[src/rtl/fetch_stage.sv]
// ---------------------------------------------------------------------------
// fetch_stage : instruction fetch + IF/ID pipeline register
//
// Holds the PC and fetches from instruction memory over a req/ready
// handshake. Each completed fetch is registered as {instruction, PC+4} for
// decode, and the top six instruction bits go to control_unit. Hazard stalls
// and branch/jump redirects (which flush IF/ID) arrive from later stages.
//
// Ports
//   i_clk, i_rst_n    clock, asynchronous active-low reset
//   i_stall           hold IF/ID, no new capture into IF/ID
//   i_redirect        load i_redirect_pc into the PC and flush IF/ID
//   i_redirect_pc     redirect target, bits [1:0] forced to 00
//   o_imem_req        fetch request valid
//   o_imem_addr       fetch address (the PC register)
//   i_imem_ready      memory completes the request this cycle
//   i_imem_rdata      instruction word, valid with o_imem_req && i_imem_ready
//   o_id_valid        IF/ID holds a live instruction
//   o_id_inst         IF/ID instruction
//   o_id_opcode       o_id_inst[31:26]
//   o_id_pc4          PC of o_id_inst + 4
// ---------------------------------------------------------------------------
module fetch_stage #(
   parameter int              PC_W     = 64,
   parameter logic [PC_W-1:0] RESET_PC = '0
) (
   input  logic            i_clk,
   input  logic            i_rst_n,
   input  logic            i_stall,
   input  logic            i_redirect,
   input  logic [PC_W-1:0] i_redirect_pc,
   output logic            o_imem_req,
   output logic [PC_W-1:0] o_imem_addr,
   input  logic            i_imem_ready,
   input  logic [31:0]     i_imem_rdata,
   output logic            o_id_valid,
   output logic [31:0]     o_id_inst,
   output logic [5:0]      o_id_opcode,
   output logic [PC_W-1:0] o_id_pc4
);

   // BOOT : one idle cycle after reset
   // REQ  : request outstanding, response goes to IF/ID (or hold)
   // DROP : request outstanding, response is discarded (redirect pending)
   // HELD : response captured while stalled, waiting to enter IF/ID
   typedef enum logic [1:0] {BOOT, REQ, DROP, HELD} state_t;

   state_t          r_state;
   logic [PC_W-1:0] r_pc;
   logic [PC_W-1:0] r_redir;
   logic [31:0]     r_hold_inst;
   logic [PC_W-1:0] r_hold_pc4;
   logic            r_id_valid;
   logic [31:0]     r_id_inst;
   logic [PC_W-1:0] r_id_pc4;

   logic [PC_W-1:0] w_tgt;
   logic [PC_W-1:0] w_pc4;

   // Word-align the target by masking, so every target bit is consumed.
   assign w_tgt = i_redirect_pc & ~PC_W'(3);
   assign w_pc4 = r_pc + PC_W'(4);   // wraps modulo 2^PC_W

   always_ff @(posedge i_clk or negedge i_rst_n) begin
      if (!i_rst_n) begin
         r_state     <= BOOT;
         r_pc        <= RESET_PC;
         r_redir     <= '0;
         r_hold_inst <= '0;
         r_hold_pc4  <= '0;
         r_id_valid  <= 1'b0;
         r_id_inst   <= '0;
         r_id_pc4    <= '0;
      end else begin
         case (r_state)
            BOOT: r_state <= REQ;
            REQ: begin
               if (i_imem_ready) begin
                  if (i_redirect) begin
                     // Response belongs to the wrong path: drop it.
                     r_pc       <= w_tgt;
                     r_id_valid <= 1'b0;
                     r_id_inst  <= '0;
                     r_id_pc4   <= '0;
                  end else if (!i_stall) begin
                     r_id_valid <= 1'b1;
                     r_id_inst  <= i_imem_rdata;
                     r_id_pc4   <= w_pc4;
                     r_pc       <= w_pc4;
                  end else begin
                     // Decode is stalled; park the word instead of losing it.
                     r_hold_inst <= i_imem_rdata;
                     r_hold_pc4  <= w_pc4;
                     r_pc        <= w_pc4;
                     r_state     <= HELD;
                  end
               end else if (i_redirect) begin
                  // Address must stay stable until ready, so remember the
                  // target and discard the in-flight response later.
                  r_redir    <= w_tgt;
                  r_id_valid <= 1'b0;
                  r_id_inst  <= '0;
                  r_id_pc4   <= '0;
                  r_state    <= DROP;
               end
            end
            DROP: begin
               if (i_imem_ready) begin
                  r_pc    <= i_redirect ? w_tgt : r_redir;
                  r_state <= REQ;
               end else if (i_redirect) begin
                  r_redir <= w_tgt;
               end
               if (i_redirect) begin
                  r_id_valid <= 1'b0;
                  r_id_inst  <= '0;
                  r_id_pc4   <= '0;
               end
            end
            HELD: begin
               if (i_redirect) begin
                  r_pc       <= w_tgt;
                  r_id_valid <= 1'b0;
                  r_id_inst  <= '0;
                  r_id_pc4   <= '0;
                  r_state    <= REQ;
               end else if (!i_stall) begin
                  r_id_valid <= 1'b1;
                  r_id_inst  <= r_hold_inst;
                  r_id_pc4   <= r_hold_pc4;
                  r_state    <= REQ;
               end
            end
            default: r_state <= BOOT;
         endcase
      end
   end

   assign o_imem_req  = (r_state == REQ) || (r_state == DROP);
   assign o_imem_addr = r_pc;
   assign o_id_valid  = r_id_valid;
   assign o_id_inst   = r_id_inst;
   assign o_id_opcode = r_id_inst[31:26];
   assign o_id_pc4    = r_id_pc4;

endmodule
[config.mk]
export PLATFORM = sky130hd
export DESIGN_NAME = fetch_stage
export DESIGN_NICKNAME = d
export VERILOG_FILES = /design/src/rtl/fetch_stage.sv
export SDC_FILE = /design/constraint.sdc
export NUM_CORES = 1
export LEC_CHECK = 0
export ABC_AREA = 1
export CAP_MARGIN = 25
export CORE_ASPECT_RATIO = 1.5
export CORE_MARGIN = 2
export CORE_UTILIZATION = 45
export DETAILED_ROUTE_END_ITERATION = 8
export PLACE_DENSITY = 0.78
export SYNTH_ARGS = -nofsm -noshare
export SYNTH_HDL_FRONTEND = slang
export SYNTH_SLANG_ARGS = --single-unit
[constraint.sdc]
create_clock -name i_clk -period 2.6 [get_ports i_clk]
set_input_delay 0.39 -clock i_clk [delete_from_list [all_inputs] [get_ports i_clk]]
set_output_delay 0.39 -clock i_clk [all_outputs]
set_load 0.01 [all_outputs]
# ---- Word-level counts from Yosys, hierarchy flattened
# Index checks and enable logic that the tools add are counted.
# W data, S select, Z words.
dict set report op_classes {
  addsub 1
  eq_ne 11
  mux 33
  n_bitwise 2
  n_reduce_logical 9
}
# op count
set op_table {}
lappend op_table {{$mux W64} 11}
lappend op_table {{$pmux W64 S3} 2}
lappend op_table {{$mux W32} 6}
lappend op_table {{$pmux W32 S3} 1}
lappend op_table {{$add A64 B3 Y64 const B} 1}
lappend op_table {{$mux W2} 7}
lappend op_table {{$ne A3 B3 Y1 const B} 4}
lappend op_table {{$pmux W2 S4} 1}
lappend op_table {{$reduce_and A4 Y1} 2}
lappend op_table {{$ne A2 B2 Y1 const B} 3}
lappend op_table {{$reduce_and A5 Y1} 1}
lappend op_table {{$eq A2 B2 Y1 const B} 2}
lappend op_table {{$mux W1} 4}
lappend op_table {{$ne A4 B4 Y1 const B} 1}
lappend op_table {{$pmux W1 S3} 1}
lappend op_table {{$reduce_and A3 Y1} 1}
lappend op_table {{$reduce_bool A3 Y1} 1}
lappend op_table {{$eq A2 B1 Y1 const B} 1}
lappend op_table {{$logic_not A2 Y1} 1}
lappend op_table {{$not A1 Y1} 2}
lappend op_table {{$reduce_and A2 Y1} 1}
lappend op_table {{$reduce_or A2 Y1} 1}
lappend op_table {{$logic_or A1 B1 Y1} 1}
dict set report word_totals {
  reg_bits 323
  output_inout_bits 168
  wordCells 64
}

# ---- Depth between registers and ports, before layout
# Gate-level depths: netlist (run 1).
dict set report depth {
  ltp_word 5
  depth_mapped 13
}

# ---- Least setup slack after synthesis (run 1)
# No wires, ideal clock.
dict set report synth_timing {
  path_kind {register -> register}
  start {reg r_pc[3], in the netlist o_imem_addr[3]}
  end {reg r_id_pc4[34], in the netlist o_id_pc4[34]}
  setup_ps 117
  arrival_ps 1704
  slack_ps 780
  stages_incl_launch_ff 13
  period_less_slack_ps 1820
  path_cell_list {dfrtp_1 -> ha_1 -> inv_1 -> nor2_4 -> nand2_4 -> nor2_8 -> nand2_2 -> xor2_1 -> nor2_1 -> nand2_1 -> nand2_1 -> nand2_1 -> nand2_1}
}
dict set report synth_via {
  elab_chain_len 5
}
# element line
set synth_lines {}
lappend synth_lines {{start: declaration} 49} ;# logic [PC_W-1:0] r_pc;
lappend synth_lines {{start signal: assignment} 81} ;# r_pc <= w_tgt;
lappend synth_lines {{start signal: assignment} 89} ;# r_pc <= w_pc4;
lappend synth_lines {{start signal: assignment} 94} ;# r_pc <= w_pc4;
lappend synth_lines {{$add A64 B3 Y64} 62} ;# assign w_pc4 = r_pc + PC_W'(4);
lappend synth_lines {{$mux W64} 85} ;# end else if (!i_stall) begin
lappend synth_lines {{$mux W64} 79} ;# if (i_redirect) begin
lappend synth_lines {{$mux W64} 78} ;# if (i_imem_ready) begin
lappend synth_lines {{$pmux W64 S3} 75} ;# case (r_state)
lappend synth_lines {{end signal: assignment} 88} ;# r_id_pc4 <= w_pc4;
lappend synth_lines {{end signal: assignment} 130} ;# r_id_pc4 <= r_hold_pc4;
lappend synth_lines {{end: declaration} 55} ;# logic [PC_W-1:0] r_id_pc4;
# Every way passes these cells. The select of a mux whose other input is x is not followed.
# A chain may end at the register's enable or synchronous reset.

# ---- Worst setup path in the final report (run 1)
dict set report layout_timing {
  start {reg r_pc[29], in the netlist o_imem_addr[29]}
  end {reg r_pc[30], in the netlist o_imem_addr[30]}
}
dict set report layout_via {
  elab_chain_len 4
}
# element line
set layout_lines {}
lappend layout_lines {{$add A64 B3 Y64} 62}
lappend layout_lines {{$mux W64} 79}
lappend layout_lines {{$mux W64} 78}
lappend layout_lines {{$pmux W64 S3} 75}
# Every way passes these cells. The select of a mux whose other input is x is not followed.

==> results.rst, run 1 <==
.. list-table::
   :header-rows: 1

   * - Metric
     - Value
   * - Outcome
     - completed
   * - Power per Cell Area
     - between 1000 and 1500 mW/mm^2
   * - Detailed-route DRC error count
     - 0
   * - Antenna violations before repair
     - 0
   * - Number of detailed-route iterations in the first pass
     - 6
   * - Setup-failing EPs final
     - 0
   * - Number of levels the H-tree was split into
     - 1
   * - Worst path required time
     - approximately 3100 ps
   * - Static leakage power
     - 0.00975 uW
   * - Max-cap violations
     - 0
   * - Startpoint-to-endpoint class of the critical path
     - flop to flop
   * - Number of synthesized flops with an enable pin
     - 0
   * - Worst min-delay path class
     - input pin to flop
   * - Pin slew with the least headroom to its limit
     - ~1000 ps
   * - Wire length of the first global-routing pass
     - about 93 mm
   * - Arr. time, crit path
     - between 2000 and 3000 ps
   * - Detail Placement HPWL
     - ~42 mm
   * - Main flop type after synthesis
     - sky130_fd_sc_hd__dfrtp_1
   * - Buffer type at the clock tree root
     - sky130_fd_sc_hd__clkbuf_16
   * - Final global-route overflow total
     - 0
   * - Number of synthesis warnings
     - 0
   * - Nature of the critical path endpoint
     - flop
   * - Overall via count from detail_route
     - between 15000 and 20000
   * - Total global routing track utilization
     - 0.305
   * - Area inside the core boundary
     - about 0.037 sq mm
   * - Clock edge transition at the registers on the reported setup and hold paths
     - around 60 ps
   * - Hold Fails Final Rpt
     - 0
   * - TritonCTS buffer count
     - 31
   * - Critical Path Start Type
     - flop
   * - Avg Vias per Cell
     - approximately 5.8
   * - Violation count after the first detailed-route iteration
     - between 1500 and 2000
   * - TritonCTS clock tree
     - yes
   * - Drt total wl
     - 60.1 mm
   * - Post-synthesis cell count
     - about 2100
   * - Final core utilization
     - 0.578
   * - Worst voltage drop across the vdd grid
     - a little under 0.0009 V
   * - Count of input and output buffers
     - ~270
   * - Placer congestion estimate
     - 0.971
   * - Via count of the first global-routing pass
     - around 17000
   * - Final critical path time including I/O delays and setup
     - approximately 2400 ps
   * - Clock sink count
     - roughly 320
   * - Average wire per cell in the routed design
     - 20.8 microns
   * - Worst skew pair latency
     - about 580 ps
   * - Normalized max-slew margin
     - 0.319
   * - Boundary pin count
     - 269
   * - Die Area
     - 0.0388 sq mm
   * - Post-synthesis async set-or-reset flop share
     - 1.00
   * - Die X-Extent
     - roughly 160 microns
   * - Effective utilization at floorplan
     - 0.456
   * - Post-synthesis to final-layout area growth
     - 26.6%
   * - Number of cells on the worst hold path
     - 3
   * - Pin count of the biggest net entering global routing
     - around 110
   * - Number of library cell types mapped by synthesis
     - 47
   * - Fraction of layout cells with a size suffix above 1
     - 0.0806
   * - Reg2reg path depth
     - 10
   * - Placement Setup Slack
     - -86.5 ps
   * - Synthesized area per cell
     - approximately 7.8 sq um
   * - Tcrit/Tclk final
     - 0.926
   * - Total inserted antenna cells
     - 0
   * - Die Y
     - 240 microns
   * - Sequential fraction of the synthesis area
     - 0.483
   * - Core Rows
     - 86
   * - Worst Slack Setup Final
     - between 150 and 200 ps
   * - Post-route ant nets
     - 0
   * - Max-slew violation count
     - 0
   * - Nets@finish
     - about 2500
   * - Largest fanout on the critical path
     - 5
   * - Setup repair after global routing missed its margin
     - false
   * - Summed instance area of the synthesized netlist
     - 0.0167 sq mm
   * - Max Buffers Root-to-Sink
     - 3
   * - Final-layout fill cell count
     - approximately 3300
   * - Seq cells post-synth
     - ~320
   * - Clock skew
     - ~15 ps
   * - Highest Clock Rate
     - 0.416 GHz
   * - Number of nets in the synthesized netlist
     - approximately 2300
[cell usage after synthesis (all sizes together) (13+ instances only)]
cell	instances	share of area
o22ai	18	0.0067
buf	63	0.022
xor2	25	0.013
a22oi	19	0.0085
nand2	847	0.19
a221oi	52	0.027
dfrtp	323	0.48
nand3	39	0.012
inv	104	0.024
clkbuf	69	0.017
nor2	211	0.057
a32oi	34	0.018
o21ai	203	0.061
a31oi	17	0.0064
a21oi	58	0.019
nand4	13	0.0052
[routing by layer]
layer / vias up / track usage / part of all wire
met5: - / 0 / 0
met4: 0 / 0.158 / 0.056
met3: 209 / 0.0424 / 0.076
met2: 907 / 0.532 / 0.50
met1: 7989 / 0.367 / 0.37
li1: 7537 / - / -
[timing repair]
item,CTS,global route
buffers inserted,0,2
hold buffers,1,0
gates resized for setup,0,2
setup endpoints to repair,0,21
hold endpoints to repair,71,0
[logic make-up (layout without fill, tap and decap cells)]
group | after synthesis | after routing | synth area share
adder cells (fa/ha/maj) | 5 | 5 | 0.00374
flip-flops | 323 | 323 | 0.483
AND/OR/NAND/NOR | 1123 | 1123 | 0.274
AO/OA/AOI/OAI | 428 | 428 | 0.161
buffers and inverters | 237 | 496 | 0.0624
XOR/XNOR | 31 | 31 | 0.0162
[path summary, 6_finish.rpt]
kind | startpoint | slack, ps | to
max | o_imem_addr[29]$_DFFE_PN0P_ | 190 | o_imem_addr[30]$_DFFE_PN0P_
min | i_imem_rdata[11] | 400 | r_hold_inst[11]$_DFFE_PN0P_
max reg2reg | o_imem_addr[29]$_DFFE_PN0P_ | 190 | o_imem_addr[30]$_DFFE_PN0P_
min reg2reg | r_redir[1]$_DFFE_PN0P_ | 470 | r_redir[1]$_DFFE_PN0P_
max in group asynchronous | i_rst_n | 1310 | r_redir[1]$_DFFE_PN0P_
min in group asynchronous | i_rst_n | 410 | o_imem_addr[24]$_DFFE_PN0P_
[through the flow]
| stage | std cells | setup TNS, ps | instance area, sq um | power, uW | hold WS, ps |
|---|---|---|---|---|---|
| 6_report | 2890 | 0 | 21200 | 27800 | 398 |
| 5_1_grt | 2890 | 0 | 21200 | 29600 | 392 |
| 4_1_cts | 2888 | 0 | 21200 | 27600 | 378 |
| 3_5_place_dp | 2832 | -208 | 20100 | 22700 | 434 |
| 2_1_floorplan | 2147 | 0 | 16700 | 16400 | 94.4 |
| 3_3_place_gp | 2832 | -44.2 | 20100 | 22200 | 424 |
[where the power goes]
group          internal [uW]  total, uW  switching, uW
Combinational           5560      13600           8050
Sequential              7380       9360           1980
Clock                   2840       4870           2020
Total                  15800      27800          12100
[critical path, cell delays in order (launching register included)]
cell                      delay (ps)
sky130_fd_sc_hd__dfrtp_1         510
sky130_fd_sc_hd__nand2_1         160
sky130_fd_sc_hd__nor2_1          230
sky130_fd_sc_hd__nand2_1         180
sky130_fd_sc_hd__nor2_2          260
sky130_fd_sc_hd__nand2_2         120
sky130_fd_sc_hd__xnor2_1         320
sky130_fd_sc_hd__nand2_1         210
sky130_fd_sc_hd__nand2_1         130
sky130_fd_sc_hd__nand2_1          60
sky130_fd_sc_hd__a21oi_1         150
[layout make-up]
cell class                 instances  area [sq um]  area share
clock buffer                      41           873      0.0412
clock inverter                    14           203     0.00956
inverter                         105           402      0.0190
multi-input combinational       1587          7640       0.360
sequential                       323          8080       0.381
tap                              484           606      0.0286
timing repair buffer             336          3390       0.160
[state kept, by name, summed over array words and instances (netlist names)]
name / flops
r_redir: 64
r_hold_pc4: 64
o_id_inst: 32
r_hold_inst: 32
o_id_valid: 1
o_id_pc4: 64
o_imem_addr: 64
r_state: 2
[placed cells by master, fill, tap and decap left out, types with 6 or more instances in the layout]
| cell type | synthesis | routed |
|---|---|---|
| sky130_fd_sc_hd__nand2_1 | 828 | 828 |
| sky130_fd_sc_hd__dfrtp_1 | 323 | 323 |
| sky130_fd_sc_hd__clkdlybuf4s50_1 | 0 | 264 |
| sky130_fd_sc_hd__nor2_1 | 184 | 184 |
| sky130_fd_sc_hd__o21ai_0 | 168 | 168 |
| sky130_fd_sc_hd__inv_1 | 96 | 95 |
| sky130_fd_sc_hd__buf_4 | 12 | 53 |
| sky130_fd_sc_hd__a21oi_1 | 52 | 52 |
| sky130_fd_sc_hd__a221oi_1 | 52 | 52 |
| sky130_fd_sc_hd__nand3_1 | 38 | 38 |
| sky130_fd_sc_hd__a32oi_1 | 34 | 34 |
| sky130_fd_sc_hd__o21ai_1 | 32 | 32 |
| sky130_fd_sc_hd__clkbuf_16 | 0 | 31 |
| sky130_fd_sc_hd__xor2_1 | 25 | 25 |
| sky130_fd_sc_hd__a22oi_1 | 19 | 19 |
| sky130_fd_sc_hd__o22ai_1 | 18 | 18 |
| sky130_fd_sc_hd__a31oi_1 | 17 | 17 |
| sky130_fd_sc_hd__buf_12 | 0 | 15 |
| sky130_fd_sc_hd__nor2_2 | 14 | 14 |
| sky130_fd_sc_hd__nand2_2 | 12 | 12 |
| sky130_fd_sc_hd__nand4_1 | 12 | 12 |
| sky130_fd_sc_hd__nor2_4 | 10 | 10 |
| sky130_fd_sc_hd__nor3_1 | 10 | 10 |
| sky130_fd_sc_hd__inv_2 | 7 | 8 |
| sky130_fd_sc_hd__nand2_4 | 7 | 7 |
| sky130_fd_sc_hd__a22o_1 | 7 | 7 |
| sky130_fd_sc_hd__xnor2_1 | 6 | 6 |
| sky130_fd_sc_hd__a21oi_2 | 6 | 6 |
| sky130_fd_sc_hd__clkinv_2 | 0 | 6 |
| sky130_fd_sc_hd__clkbuf_8 | 2 | 6 |
Note: power is estimated with default switching activity, not from simulation.
==> run 2, diff against run 1 <==
CORE_UTILIZATION = 60   (was 45)
DONT_BUFFER_PORTS = 1   (was default)
PLACE_DENSITY = 0.85   (was 0.78)
clock period = 3.02 ns   (was 2.6 ns; I/O delays follow)
==> run 2 against run 1 <==
  * Setup slack improved by 330 ps
  * Power decreased by 23%
  * Die area decreased by 25%
  * Final area decreased by 13%
  * Sequential share of layout area increased by 6.0 points
  * Clock power decreased by 14%
  * Core utilization increased by 9.4 points
  * Register-to-register slack improved by 330 ps
  * Global-route usage increased by 6.8 points
  * The flow now finishes with violations (negative hold slack)
==> results.rst, run 2 (same netlist as run 1, synthesis figures left out) <==
.. list-table::
   :header-rows: 1

   * - Metric
     - Value
   * - Outcome
     - finished with violations
   * - Violated checks
     - negative hold slack
   * - Post-CTS setup buffers
     - 0 (unchanged)
   * - Average wire per cell in the routed design
     - 22.2 microns (+6.8%)
   * - Die X-Extent
     - 140 microns (-13%)
   * - Nets@finish
     - 2222 (-11%)
   * - Total global routing track utilization
     - 0.373 (+0.0677)
   * - Max-slew violation count
     - 0 (unchanged)
   * - Number of levels the H-tree was split into
     - 1 (unchanged)
   * - Flip-flop and latch area
     - 0.00808 sq mm (unchanged)
   * - Effective utilization at floorplan
     - 0.613 (+0.157)
   * - Wire length of the first global-routing pass
     - 86.0 mm (-7.0%)
   * - Clock sink count
     - 323 (unchanged)
   * - Hold Fails Final Rpt
     - 323 (+323)
   * - Startpoint of the lowest-slack register-to-register path
     - o_imem_addr[18]$_DFFE_PN0P_
   * - Via count of the first global-routing pass
     - 15700 (-5.5%)
   * - Startpoint-to-endpoint class of the critical path
     - flop to flop
   * - Nature of the critical path endpoint
     - flop
   * - Post-synthesis to final-layout area growth
     - 9.54%
   * - Number of detailed-route iterations in the first pass
     - 6 (unchanged)
   * - Final total negative setup slack
     - 0 ps (unchanged)
   * - Buffer type at the clock tree root
     - sky130_fd_sc_hd__clkbuf_16
   * - Met1 demand-to-capacity share in global routing
     - 0.437 (+0.0694)
   * - Clock edge transition at the registers on the reported setup and hold paths
     - 70 ps (about the same)
   * - Most frequent standard cell in the layout excluding fill and tap cells
     - sky130_fd_sc_hd__nand2_1
   * - Core Rows
     - 74 (-14%)
   * - Worst voltage drop across the vdd grid
     - 0.000636 V (-28%)
   * - Post-route ant nets
     - 0 (unchanged)
   * - Avg Vias per Cell
     - 6.32 (+9.8%)
   * - Placer congestion estimate
     - 0.994 (+2.4%)
   * - Largest fanout on the critical path
     - 5 (unchanged)
   * - Highest Clock Rate
     - 0.400 GHz (-3.7%)
   * - Detailed-route DRC error count
     - 0 (unchanged)
   * - Critical Path Start Type
     - flop
   * - Reg2reg path depth
     - 10 (unchanged)
   * - Global routing met3 resource utilization
     - 0.0822 (+0.0397)
   * - Fraction of layout cells with a size suffix above 1
     - 0.0747 (-0.00590)
   * - Tcrit/Tclk final
     - 0.827 (-0.0983)
   * - Max Buffers Root-to-Sink
     - 3 (unchanged)
   * - Boundary pin count
     - 269 (unchanged)
   * - Arr. time, crit path
     - 3020 ps (+120 ps)
   * - Clock skew
     - 30.0 ps (+14.8 ps)
   * - Worst Slack Setup Final
     - 522 ps (+328 ps)
   * - Global routing's busiest layer
     - met2
   * - Final critical path time including I/O delays and setup
     - 2500 ps (+91.8 ps)
   * - TritonCTS clock tree
     - yes
   * - Drt total wl
     - 55.1 mm (-8.2%)
   * - Worst path required time
     - 3540 ps (+440 ps)
   * - Violation count after the first detailed-route iteration
     - 1520 (-3.7%)
   * - CTS-repair resized insts
     - 0 (unchanged)
   * - Final-layout fill cell count
     - 2213 (-32%)
   * - Leading cell types in the layout, fill and taps excluded
     - 828 x sky130_fd_sc_hd__nand2_1, 323 x sky130_fd_sc_hd__dfrtp_1, 184 x sky130_fd_sc_hd__nor2_1
   * - Hold Buf Count CTS
     - 33 (+32)
   * - Die Area
     - 0.0293 sq mm (-25%)
   * - Overall via count from detail_route
     - 15700 (-5.6%)
   * - Normalized max-slew margin
     - 0.411 (+0.0924)
   * - Max-cap violations
     - 0 (unchanged)
   * - Area inside the core boundary
     - 0.0273 sq mm (-26%)
   * - Met2 capacity usage during global routing
     - 0.628 (+0.0955)
   * - Antenna violations before repair
     - 1 (+1)
   * - Worst min-delay path class
     - input pin to async pin
   * - Detail Placement HPWL
     - 36.8 mm (-12%)
   * - Setup repair after global routing missed its margin
     - false
   * - Static leakage power
     - 0.00868 uW (-11%)
   * - Die Y
     - 209 microns (-13%)
   * - Pin slew with the least headroom to its limit
     - 883 ps (-139 ps)
   * - Smallest hold slack
     - -440 ps (-838 ps)
   * - Setup-failing EPs final
     - 0 (unchanged)
   * - Total area of multi-input combinational cells
     - 0.00764 sq mm (unchanged)
   * - Worst reg-to-reg setup slack
     - 520 ps (+330 ps)
   * - Worst skew pair latency
     - 590 ps (about the same)
   * - TritonCTS buffer count
     - 31 (unchanged)
   * - Placement Setup Slack
     - 460 ps (+547 ps)
   * - Count of input and output buffers
     - 0 (-100%)
   * - Final global-route overflow total
     - 0 (unchanged)
   * - Endpoint of the worst-slack reg-to-reg timing path
     - o_id_pc4[29]$_DFFE_PN0P_
   * - Pin count of the biggest net entering global routing
     - 324 (+180%)
   * - Power per Cell Area
     - 1170 mW/mm^2 (-11%)
-- run 2: cell count changes in the layout (fill, tap and decap cells not counted), moves of 10 or more --
cell,change
sky130_fd_sc_hd__buf_12,-10
sky130_fd_sc_hd__buf_4,-24
sky130_fd_sc_hd__clkdlybuf4s50_1,-264
sky130_fd_sc_hd__dlygate4sd3_1,+32
-- run 2: how the worst max path moves through the flow --
| stage | end | cells past startpoint | from |
|---|---|---|---|
| floorplan | o_id_pc4[34]$_DFFE_PN0P_ | 12 | o_imem_addr[3]$_DFFE_PN0P_ |
| global placement | o_id_pc4[17]$_DFFE_PN0P_ | 7 | r_state[0]$_DFFE_PN0P_ |
| detailed placement | o_id_inst[7]$_DFFE_PN0P_ | 7 | r_state[0]$_DFFE_PN0P_ |
| CTS | o_id_inst[7]$_DFFE_PN0P_ | 7 | r_state[0]$_DFFE_PN0P_ |
| global route | o_id_pc4[51]$_DFFE_PN0P_ | 12 | o_imem_addr[11]$_DFFE_PN0P_ |
| finish | o_id_pc4[29]$_DFFE_PN0P_ | 10 | o_imem_addr[18]$_DFFE_PN0P_ |
-- run 2: metrics by stage --
step | utilization | hold slack (ps) | area (sq um) | total power, uW | instances
global route | 0.671 | -445 | 18300 | 22700 | 2483
finish | 0.671 | -440 | 18300 | 21500 | 2484
detailed placement | 0.618 | 173 | 16900 | 16900 | 2391
global placement | 0.618 | 167 | 16900 | 16500 | 2391
CTS | 0.670 | -448 | 18300 | 21200 | 2482
floorplan | - | 157 | 16700 | 14100 | 2147
-- run 2: layout make-up --
class / instances / share of cell area
Inverter: 105 / 0.0219
Multi-Input combinational cell: 1587 / 0.417
Tap cell: 342 / 0.0233
Clock inverter: 16 / 0.0124
Antenna cell: 1 / 0.000137
Clock buffer: 42 / 0.0478
Sequential cell: 323 / 0.441
Timing Repair Buffer: 68 / 0.0369
-- run 2: critical path, stage by stage, from the launching register on --
cell and delay [ps]:
sky130_fd_sc_hd__dfrtp_1 540, sky130_fd_sc_hd__nand2_1 180, sky130_fd_sc_hd__nor2_4 300, sky130_fd_sc_hd__nand2_1 110, sky130_fd_sc_hd__nor2_2 160, sky130_fd_sc_hd__nand2_1 120
sky130_fd_sc_hd__xnor2_1 200, sky130_fd_sc_hd__nand2_1 130, sky130_fd_sc_hd__o22ai_1 510, sky130_fd_sc_hd__nand2_1 120, sky130_fd_sc_hd__nand2_1 80
-- run 2: report_power, final --
part / switching [uW] / total, uW / internal [uW]
Clock: 1740 / 4210 / 2470
Sequential: 2460 / 8810 / 6350
Combinational: 5650 / 8440 / 2790
-- run 2: layer usage --
layer | part of all wire | up-vias
li1 | - | 7021
met3 | 0.097 | 232
met5 | 0 | -
met1 | 0.35 | 7537
met2 | 0.49 | 914
met4 | 0.067 | 0
==> run 3, diff against run 2 <==
clock period = 2.57 ns   (was 3.02 ns; I/O delays follow)
==> run 3 against run 2 <==
  * The run still ends with negative hold slack left
  * Worst hold slack worse by 53 ps
  * Critical path depth is 2 higher
  * Highest routed layer unchanged
  * Clock power is 13% higher
  * Largest power group is now combinational logic
  * Routed wire length is 4.4% higher
  * Register-to-register slack worse by 430 ps
  * Clock skew hardly changed
  * Fmax is 0.79% higher
  * Clock-buffer cell count stayed put
==> results.rst, run 3 (same netlist as run 1, synthesis figures left out) <==
.. list-table::
   :header-rows: 1

   * - Metric
     - Value
   * - Outcome
     - finished with violations
   * - Violated checks
     - negative hold slack
   * - Average wire per cell in the routed design
     - 22.5 microns (+1.3%)
   * - Hold Fails Final Rpt
     - 323 (unchanged)
   * - Power per Cell Area
     - 1340 mW/mm^2 (+15%)
   * - Overall via count from detail_route
     - 16300 (+3.5%)
   * - Total global routing track utilization
     - 0.388 (+0.0152)
   * - Worst path cell trace
     - nand2_1 > nor2_1 > nand2_1 > nor2_2 > nand2_1 > o21ai_0 > nand2_1 > nand2_1 > o21ai_0 > buf_4 > nand2_1 > nand2_1
   * - Post-route ant nets
     - 0 (unchanged)
   * - Setup repair after global routing missed its margin
     - false
   * - TritonCTS clock tree
     - yes
   * - Arr. time, crit path
     - 2930 ps (-90 ps)
   * - Nets@finish
     - 2305 (+3.7%)
   * - Worst skew pair latency
     - 580 ps (about the same)
   * - Detail Placement HPWL
     - 37.7 mm (+2.6%)
   * - Setup-failing EPs final
     - 0 (unchanged)
   * - Final total negative setup slack
     - 0 ps (unchanged)
   * - Hold Buf Count CTS
     - 87 (+160%)
   * - Startpoint-to-endpoint class of the critical path
     - flop to flop
   * - Effective utilization at floorplan
     - 0.613 (unchanged)
   * - Clock skew
     - 30.1 ps (+0.133 ps)
   * - Static leakage power
     - 0.00901 uW (+3.8%)
   * - Pin slew with the least headroom to its limit
     - 815 ps (-67.8 ps)
   * - Worst voltage drop across the vdd grid
     - 0.000811 V (+27%)
   * - Smallest hold slack
     - -493 ps (-52.8 ps)
   * - Post-CTS setup buffers
     - 0 (unchanged)
   * - Avg Vias per Cell
     - 6.35 (+0.43%)
   * - Final critical path time including I/O delays and setup
     - 2480 ps (-19.5 ps)
   * - Placed Instance Area
     - 0.0171 sq mm (+1.3%)
   * - Worst min-delay path class
     - input pin to async pin
   * - Max Buffers Root-to-Sink
     - 3 (unchanged)
   * - Number of levels the H-tree was split into
     - 1 (unchanged)
   * - Max-cap violations
     - 0 (unchanged)
   * - Detailed-route DRC error count
     - 0 (unchanged)
   * - Final global-route overflow total
     - 0 (unchanged)
   * - Max-slew violation count
     - 0 (unchanged)
   * - Worst path required time
     - 3020 ps (-520 ps)
   * - Count of input and output buffers
     - 0 (unchanged)
   * - Final-layout fill cell count
     - 2066 (-6.6%)
   * - Violation count after the first detailed-route iteration
     - 1889 (+24%)
   * - Post-route cell area
     - 0.0190 sq mm (+3.6%)
   * - Area inside the core boundary
     - 0.0273 sq mm (unchanged)
   * - Total inserted antenna cells
     - 0 (-1)
   * - Core Rows
     - 74 (unchanged)
   * - Critical Path Start Type
     - flop
   * - Most frequent standard cell in the layout excluding fill and tap cells
     - sky130_fd_sc_hd__nand2_1
   * - Nature of the critical path endpoint
     - flop
   * - Placer congestion estimate
     - 1.03 (+3.5%)
   * - Boundary pin count
     - 269 (unchanged)
   * - TritonCTS buffer count
     - 31 (unchanged)
   * - Normalized max-slew margin
     - 0.452 (+0.0413)
   * - Clock sink count
     - 323 (unchanged)
   * - Cell mode on critical path
     - sky130_fd_sc_hd__nand2_1
   * - Stage delay of the slowest cell on the critical path
     - 600 ps (+60 ps)
   * - Leading cell types in the layout, fill and taps excluded
     - 828 x sky130_fd_sc_hd__nand2_1, 323 x sky130_fd_sc_hd__dfrtp_1, 183 x sky130_fd_sc_hd__nor2_1
   * - Fraction of layout cells with a size suffix above 1
     - 0.0834 (+0.00864)
   * - Die Area
     - 0.0293 sq mm (unchanged)
   * - Count of buffer and inverter cells on the critical path
     - 1 (+1)
   * - Worst reg-to-reg setup slack
     - 90 ps (-430 ps)
   * - Worst-path cell with the longest stage delay
     - sky130_fd_sc_hd__dfrtp_1
   * - Drt total wl
     - 57.6 mm (+4.4%)
   * - Post-synthesis to final-layout area growth
     - 13.5%
   * - Largest fanout on the critical path
     - 5 (unchanged)
   * - Tcrit/Tclk final
     - 0.964 (+0.137)
   * - Pin count of the biggest net entering global routing
     - 324 (unchanged)
   * - Highest Clock Rate
     - 0.403 GHz (+0.79%)
   * - Via count of the first global-routing pass
     - 16000 (+1.6%)
   * - Antenna violations before repair
     - 0 (-1)
   * - Buffer type at the clock tree root
     - sky130_fd_sc_hd__clkbuf_16
   * - Number of detailed-route iterations in the first pass
     - 7 (+1)
   * - Largest delay share family, worst path
     - simple AND/OR/NAND/NOR gates
   * - Clock edge transition at the registers on the reported setup and hold paths
     - 60 ps (about the same)
   * - Die Y
     - 209 microns (unchanged)
   * - Die X-Extent
     - 140 microns (unchanged)
   * - Wire length of the first global-routing pass
     - 88.8 mm (+3.2%)
run 3: changes by cell type in the layout (fill, tap and decap cells not counted), sizes merged:
cell,before,now
buf,35,64
bufinv,5,4
clkinvlp,4,1
diode,1,0
dlygate4sd3,33,87
inv,106,105
run 3: what timing repair did:
| item | CTS | global route |
|---|---|---|
| endpoints found under the setup margin | 0 | 2 |
| hold endpoints to repair | 410 | 323 |
| resized for setup | 0 | 2 |
run 3: power breakdown:
part           leakage [uW]  switching (uW)  internal [uW]
combinational       0.00448            7130           3510
clock              0.000512            1970           2770
sequential          0.00402            2660           7470
run 3: final cells by class:
type	instances	area [sq um]	share of cell area
clock buffer	42	877	0.0462
clock inverter	11	165	0.00869
inverter	105	402	0.0211
multi-input combinational	1587	7640	0.402
sequential	323	8080	0.425
tap	342	428	0.0225
timing repair buffer	151	1400	0.0738
run 3: stage by stage:
step	cells	utilization	total power [uW]	worst slack, ps
floorplan	2147	-	16600	750
global placement	2421	0.625	19700	182
detailed placement	2421	0.625	20200	161
CTS	2561	0.695	25100	147
global route	2561	0.696	26900	20.9
finish	2561	0.696	25500	91.2
run 3: final timing paths:
kind,cells after the start,start,to
hold / removal,0,i_rst_n,r_hold_inst[24]$_DFFE_PN0P_
hold reg to reg,2,r_redir[4]$_DFFE_PN0P_,r_redir[4]$_DFFE_PN0P_
setup reg to reg,12,o_imem_addr[11]$_DFFE_PN0P_,o_id_pc4[51]$_DFFE_PN0P_
setup / recovery,12,o_imem_addr[11]$_DFFE_PN0P_,o_id_pc4[51]$_DFFE_PN0P_
min in group i_clk,2,i_redirect_pc[61],r_redir[61]$_DFFE_PN0P_
max in group asynchronous,0,i_rst_n,r_hold_pc4[54]$_DFFE_PN0P_
run 3: per-layer routing:
layer | up-vias | GRT usage | part of all wire
li1 | 7170 | - | -
met1 | 7702 | 0.452 | 0.35
met2 | 1093 | 0.642 | 0.48
met3 | 295 | 0.0939 | 0.10
met4 | 0 | 0.247 | 0.075
met5 | - | 0 | 0
